$ cat src/rtl/multicycle_control_fsm.sv
// Main sequencer for the multicycle RV32I datapath: steps each instruction through
// fetch/decode/execute/writeback and drives ALU code, datapath selects and strobes.
//
// state    | meaning
// ---------+-----------------------------------------------
// FETCH    | IR <= mem[PC], PC <= PC+4
// DECODE   | ALUOut <= OldPC+imm, dispatch on opcode
// MEMADR   | ALUOut <= rs1+imm (load/store address)
// MEMREAD  | read data memory at ALUOut
// MEMWB    | rd <= ReadData
// MEMWRITE | mem[ALUOut] <= rs2
// EXECR    | ALUOut <= rs1 op rs2
// EXECI    | ALUOut <= rs1 op imm
// ALUWB    | rd <= ALUOut
// BRANCH   | compare rs1/rs2, PC <= ALUOut if taken
// JAL      | PC <= ALUOut, ALUOut <= OldPC+4
// JALR     | ALUOut <= rs1+imm
// LUI      | ALUOut <= 0+imm
// TRAP     | illegal instruction, parked until reset
module multicycle_control_fsm (
   input  logic       clk,
   input  logic       reset,
   input  logic [6:0] opcode,
   input  logic [2:0] funct3,
   input  logic       funct7b5,
   input  logic       zero,
   output logic       pc_write,
   output logic       ir_write,
   output logic       mem_write,
   output logic       reg_write,
   output logic       adr_src,
   output logic [1:0] alu_src_a,
   output logic [1:0] alu_src_b,
   output logic [1:0] result_src,
   output logic [2:0] imm_src,
   output logic [3:0] alu_control,
   output logic       illegal,
   output logic [3:0] state
);

   typedef enum logic [3:0] {
      S_FETCH    = 4'd0,
      S_DECODE   = 4'd1,
      S_MEMADR   = 4'd2,
      S_MEMREAD  = 4'd3,
      S_MEMWB    = 4'd4,
      S_MEMWRITE = 4'd5,
      S_EXECR    = 4'd6,
      S_EXECI    = 4'd7,
      S_ALUWB    = 4'd8,
      S_BRANCH   = 4'd9,
      S_JAL      = 4'd10,
      S_JALR     = 4'd11,
      S_LUI      = 4'd12,
      S_TRAP     = 4'd15
   } state_t;

   localparam logic [6:0] OP_LOAD   = 7'b0000011;
   localparam logic [6:0] OP_STORE  = 7'b0100011;
   localparam logic [6:0] OP_RTYPE  = 7'b0110011;
   localparam logic [6:0] OP_ITYPE  = 7'b0010011;
   localparam logic [6:0] OP_BRANCH = 7'b1100011;
   localparam logic [6:0] OP_JAL    = 7'b1101111;
   localparam logic [6:0] OP_JALR   = 7'b1100111;
   localparam logic [6:0] OP_LUI    = 7'b0110111;
   localparam logic [6:0] OP_AUIPC  = 7'b0010111;

   localparam logic [3:0] ALU_AND  = 4'b0000;
   localparam logic [3:0] ALU_OR   = 4'b0001;
   localparam logic [3:0] ALU_ADD  = 4'b0010;
   localparam logic [3:0] ALU_SUB  = 4'b0110;
   localparam logic [3:0] ALU_SLT  = 4'b0111;
   localparam logic [3:0] ALU_SLTU = 4'b1111;
   localparam logic [3:0] ALU_XOR  = 4'b1010;
   localparam logic [3:0] ALU_SLL  = 4'b1000;
   localparam logic [3:0] ALU_SRL  = 4'b1001;
   localparam logic [3:0] ALU_SRA  = 4'b0011;

   state_t state_q, state_d;

   logic pc_write_raw, ir_write_raw, mem_write_raw, reg_write_raw;
   logic br_legal, br_taken;

   // Immediate forms carry no funct7, so bit 30 only selects SUB for R-type.
   function automatic logic [3:0] alu_dec(input logic [2:0] f3, input logic f7b5,
                                          input logic is_imm);
      case (f3)
         3'b000:  alu_dec = (f7b5 && !is_imm) ? ALU_SUB : ALU_ADD;
         3'b001:  alu_dec = ALU_SLL;
         3'b010:  alu_dec = ALU_SLT;
         3'b011:  alu_dec = ALU_SLTU;
         3'b100:  alu_dec = ALU_XOR;
         3'b101:  alu_dec = f7b5 ? ALU_SRA : ALU_SRL;
         3'b110:  alu_dec = ALU_OR;
         default: alu_dec = ALU_AND;
      endcase
   endfunction

   always_ff @(posedge clk or posedge reset) begin
      if (reset) state_q <= S_FETCH;
      else       state_q <= state_d;
   end

   assign br_legal = (funct3 != 3'b010) && (funct3 != 3'b011);
   // funct3[0] inverts the sense; BEQ/BGE/BGEU fire on zero, the rest on !zero.
   assign br_taken = br_legal && (funct3[0] ^ (funct3[2] ? !zero : zero));

   always_comb begin
      state_d = state_q;
      case (state_q)
         S_FETCH:    state_d = S_DECODE;
         S_DECODE: begin
            case (opcode)
               OP_LOAD, OP_STORE: state_d = S_MEMADR;
               OP_RTYPE:          state_d = S_EXECR;
               OP_ITYPE:          state_d = S_EXECI;
               OP_BRANCH:         state_d = S_BRANCH;
               OP_JAL:            state_d = S_JAL;
               OP_JALR:           state_d = S_JALR;
               OP_LUI:            state_d = S_LUI;
               OP_AUIPC:          state_d = S_ALUWB;
               default:           state_d = S_TRAP;
            endcase
         end
         S_MEMADR:   state_d = (opcode == OP_LOAD) ? S_MEMREAD : S_MEMWRITE;
         S_MEMREAD:  state_d = S_MEMWB;
         S_MEMWB:    state_d = S_FETCH;
         S_MEMWRITE: state_d = S_FETCH;
         S_EXECR:    state_d = S_ALUWB;
         S_EXECI:    state_d = S_ALUWB;
         S_ALUWB:    state_d = S_FETCH;
         S_BRANCH:   state_d = br_legal ? S_FETCH : S_TRAP;
         S_JAL:      state_d = S_ALUWB;
         S_JALR:     state_d = S_JAL;
         S_LUI:      state_d = S_ALUWB;
         S_TRAP:     state_d = S_TRAP;
         default:    state_d = S_TRAP;
      endcase
   end

   always_comb begin
      pc_write_raw  = 1'b0;
      ir_write_raw  = 1'b0;
      mem_write_raw = 1'b0;
      reg_write_raw = 1'b0;
      adr_src       = 1'b0;
      alu_src_a     = 2'b00;
      alu_src_b     = 2'b00;
      result_src    = 2'b00;
      alu_control   = ALU_ADD;
      case (state_q)
         S_FETCH: begin
            ir_write_raw = 1'b1;
            pc_write_raw = 1'b1;
            alu_src_b    = 2'b10;
            result_src   = 2'b10;
         end
         S_DECODE: begin
            alu_src_a = 2'b01;
            alu_src_b = 2'b01;
         end
         S_MEMADR, S_EXECI, S_JALR: begin
            alu_src_a = 2'b10;
            alu_src_b = 2'b01;
            if (state_q == S_EXECI) alu_control = alu_dec(funct3, funct7b5, 1'b1);
         end
         S_MEMREAD: adr_src = 1'b1;
         S_MEMWB: begin
            result_src    = 2'b01;
            reg_write_raw = 1'b1;
         end
         S_MEMWRITE: begin
            adr_src       = 1'b1;
            mem_write_raw = 1'b1;
         end
         S_EXECR: begin
            alu_src_a   = 2'b10;
            alu_control = alu_dec(funct3, funct7b5, 1'b0);
         end
         S_ALUWB: reg_write_raw = 1'b1;
         S_BRANCH: begin
            alu_src_a    = 2'b10;
            pc_write_raw = br_taken;
            case (funct3)
               3'b000, 3'b001: alu_control = ALU_SUB;
               3'b100, 3'b101: alu_control = ALU_SLT;
               3'b110, 3'b111: alu_control = ALU_SLTU;
               default:        alu_control = ALU_ADD;
            endcase
         end
         S_JAL: begin
            alu_src_a    = 2'b01;
            alu_src_b    = 2'b10;
            pc_write_raw = 1'b1;
         end
         S_LUI: begin
            alu_src_a = 2'b11;
            alu_src_b = 2'b01;
         end
         default: ;
      endcase
   end

   always_comb begin
      case (opcode)
         OP_STORE:         imm_src = 3'b001;
         OP_BRANCH:        imm_src = 3'b010;
         OP_JAL:           imm_src = 3'b011;
         OP_LUI, OP_AUIPC: imm_src = 3'b100;
         default:          imm_src = 3'b000;
      endcase
   end

   // The state register clears asynchronously, but FETCH would still pulse its
   // strobes while reset is held, so every strobe is gated directly.
   assign pc_write  = pc_write_raw  & ~reset;
   assign ir_write  = ir_write_raw  & ~reset;
   assign mem_write = mem_write_raw & ~reset;
   assign reg_write = reg_write_raw & ~reset;
   assign illegal   = (state_q == S_TRAP);
   assign state     = state_q;

endmodule
$ cat config.mk
export PLATFORM = sky130hd
export DESIGN_NAME = multicycle_control_fsm
export DESIGN_NICKNAME = d
export VERILOG_FILES = /design/src/rtl/multicycle_control_fsm.sv
export SDC_FILE = /design/constraint.sdc
export NUM_CORES = 1
export LEC_CHECK = 0
export ABC_AREA = 0
export ABC_CLOCK_PERIOD_IN_PS = 2029
export CAP_MARGIN = 30
export CORE_MARGIN = 2
export CORE_UTILIZATION = 39
export DETAILED_ROUTE_END_ITERATION = 8
export PLACE_DENSITY = 0.79
export SETUP_SLACK_MARGIN = 0.05
export SYNTH_ARGS = -nofsm -noshare
export SYNTH_HDL_FRONTEND = slang
export SYNTH_SLANG_ARGS = --single-unit
$ cat constraint.sdc
create_clock -name clk -period 2.03 [get_ports clk]
set_input_delay 0.3045 -clock clk [delete_from_list [all_inputs] [get_ports clk]]
set_output_delay 0.3045 -clock clk [all_outputs]
set_load 0.02 [all_outputs]
==> results.py <==
metrics = {
    "run_status": {
        "status": "finished clean",
    },
    "worst_setup_path": {
        "end_kind": "primary output",
        "critPathRequiredTime_ns": 1.73,
        "crit_path_frequent_cell": "buf_4",
        "cp-start-kind": "register",
        "cpPeakStageDelay_ns": 0.45,
        "critical_path_class": "reg -> out",
        "path_cells": "buf_4 > xor2_1 > nor3_2 > buf_4 > dlygate4sd2_1",
        "crit_slowest_cell": "dfrtp_2",
        "cp.arrival_ns": 1.65,
        "path_max_fanout": 8,
    },
    "grt": {
        "grt-busiest-layer": "met2",
        "grt_pass1_vias": 1096,
        "grt_max_degree": 11,
        "met3_usage_pct": 3.529,
        "use_met1_pct": 35.29,
        "overflow": 0,
        "gr-usage-met2_pct": 53.06,
        "grt_antenna_before_repair": 0,
        "grt_pass1_wl_um": 4595,
        "grt_use_total_pct": 29.64,
    },
    "timing": {
        "period_share_pct": 96.49,
        "period_needed_ns": 1.959,
        "finalHoldViolations": 0,
        "final_max_slew_viol_count": 0,
        "fin_ws_ns": 0.07131,
        "setup_violations": 0,
        "setup_tns_ns": 0,
        "finClkSkew_ns": 0.004001,
        "max_freq_ghz": 0.5105,
        "max-slew-margin-rel_pct": 70.04,
        "rsz0062_at_grt": "yes",
        "worst_slew_pin_slew_ns": 0.4380,
    },
    "final_layout": {
        "num-fill-cells": 105,
        "final_cell_mix": "buf_4 (46), dlygate4sd2_1 (12), clkdlybuf4s50_1 (10), inv_1 (6), nand2_1 (6)",
        "nets": 186,
        "finalNonFillerCells": 195,
        "n_antenna_cell": 0,
        "largest_reg_flops": 4,
        "multi_input_area_um2": 614.3,
        "syn_to_final_growth_pct": 101.1,
        "drive_gt1_share_pct": 43.53,
        "final_common_cell": "buf_4",
        "regArea_um2": 105.1,
        "finish.instance_area_um2": 1429,
    },
    "drt": {
        "drt_drc_violations_left": 0,
        "drt-initial-drc-count": 33,
        "vias": 1078,
        "wl_per_cell_um": 15.14,
        "vias_per_cell": 5.528,
        "route.final.wire_length_um": 2953,
        "first_pass_iters": 4,
        "drtAntennaViolNets": 0,
    },
    "clock_tree": {
        "clock_sinks": 4,
        "h-tree-depth": 1,
        "cts_made_buffers": 3,
        "clkSlewWorstSetupHoldPaths_ns": 0.04,
        "cts_max_path_buffers": 2,
        "hold_buffers": 0,
        "clkLatencyLatePin_ns": 0.24,
        "cts_tree": "done",
        "clockRootBuffer": "clkbuf_4",
    },
    "die": {
        "die_w_um": 46.69,
        "start_util_pct": 41.16,
        "rows": 15,
        "core_um2": 1727,
        "fp.dieH_um": 46.69,
        "io_pins": 37,
        "die_area_um2": 2179,
    },
    "yosys": {
        "synth_area_um2": 710.7,
        "ys_seq_area_share_pct": 14.08,
        "syn_nets": 113,
        "yosys_warnings": 0,
        "synth.distinct_cells": 42,
        "syn_area_per_cell_um2": 7.179,
        "synth-seq-cells": 4,
        "synthCells": 99,
    },
    "placement": {
        "place_inst": 191,
        "dpl_worst_slack_ns": -0.5657,
        "port_buffers": 36,
        "place_area_um2": 1373,
        "place.gp.congestion": 0.8855,
        "place_hpwl_um": 2186,
    },
    "min_path": {
        "hold_class": "in -> async",
    },
    "power": {
        "vdd_drop_max_v": 0.0008947,
        "powerDensity_nw_per_um2": 1183,
        "p_leak_nw": 0.6891,
    },
    "flow_run": {
        "drv_cap": 0,
    },
}
==> layer usage <==
| metal | part of all wire [%] | vias to the layer above | wire length, um |
|---|---|---|---|
| li1 | - | 521 | - |
| met1 | 42 | 518 | 1245 |
| met2 | 52 | 33 | 1536 |
| met3 | 3.4 | 6 | 101 |
| met4 | 2.4 | 0 | 70 |
| met5 | 0 | - | 0 |
==> through the flow <==
stage,total power [mW],util (%),hold WS (ns)
2_1_floorplan,0.8848,-,0.07058
3_3_place_gp,1.560,79.49,0.7081
3_5_place_dp,1.590,79.49,0.7158
4_1_cts,1.624,81.01,0.4632
5_1_grt,1.808,82.75,0.4822
6_report,1.690,82.75,0.4699
==> layout make-up <==
| type | instances | share of cell area, % |
|---|---|---|
| Tap cell | 25 | 2.189 |
| Clock buffer | 3 | 1.576 |
| Multi-Input combinational cell | 79 | 42.99 |
| Inverter | 6 | 1.576 |
| Timing Repair Buffer | 78 | 44.31 |
| Sequential cell | 4 | 7.356 |
==> worst max-delay path, delay by kind of cell, from the launching register on <==
family | cells | cell delay [ns]
simple gates | 1 | 0.18
xor+xnor | 1 | 0.15
flops | 1 | 0.45
buf+inv | 3 | 0.64
==> synth_stat cells (all sizes together) <==
cell type	number	share of area (%)
nor4	2	1.8
o31ai	1	1.1
xor2	2	2.5
a2111oi	3	3.7
dfrtp	4	14
buf	3	2.8
a21boi	3	3.2
a21oi	5	3.5
a32o	1	1.4
nand3b	1	1.1
nor3	5	3.5
o31a	1	1.2
nand2	7	3.7
o2bb2ai	1	1.2
inv	6	3.2
o211a	1	1.4
a21o	2	2.1
o22ai	1	0.88
o41ai	3	3.7
nand2b	5	4.4
or4	1	1.6
a31oi	1	0.88
nor2	7	3.7
and2b	1	1.2
a311o	2	2.8
o311ai	1	1.2
o221ai	1	1.2
nor4b	2	3.3
o211ai	2	2.1
o21ai	3	2.1
and3b	1	1.2
nor3b	2	2.1
nand3	3	2.1
mux2	1	1.6
mux2i	3	4.2
or3	2	1.8
a41o	1	1.4
xnor2	1	1.2
clkbuf	7	3.7
==> power breakdown <==
group          leakage, nW  internal, mW  switching (mW)  total [mW]
sequential          0.0452         0.126          0.0830       0.209
clock               0.0138        0.0664          0.0362       0.103
combinational        0.630         0.650           0.728        1.38
==> logic make-up (layout without fill, tap and decap cells) <==
group,after synthesis,count (layout),synth area share [%]
flip-flops,4,4,14.09
XOR/XNOR,3,3,3.698
AND/OR/NAND/NOR,39,39,31.51
AO/OA/AOI/OAI,33,33,35.21
buffers and inverters,16,87,9.682
multiplexers,4,4,5.810
==> timing repair <==
action / in CTS / in global routing
endpoints found under the setup margin: 20 / 14
pin swaps: 2 / 3
buffers inserted: 1 / 0
resized for setup: 53 / 27
==> final timing paths <==
check	end	start	cells past startpoint	slack, ns
min in group clk	state[0]	opcode[3]	4	0.64
max in group asynchronous	state[3]	reset	3	1.39
max reg2reg	state[2]	state[1]	7	0.25
min	state[0]	reset	3	0.47
min reg2reg	state[3]	state[0]	2	0.76
max	alu_src_b[1]	state[3]	5	0.07
(Power assumes the default switching activity.)
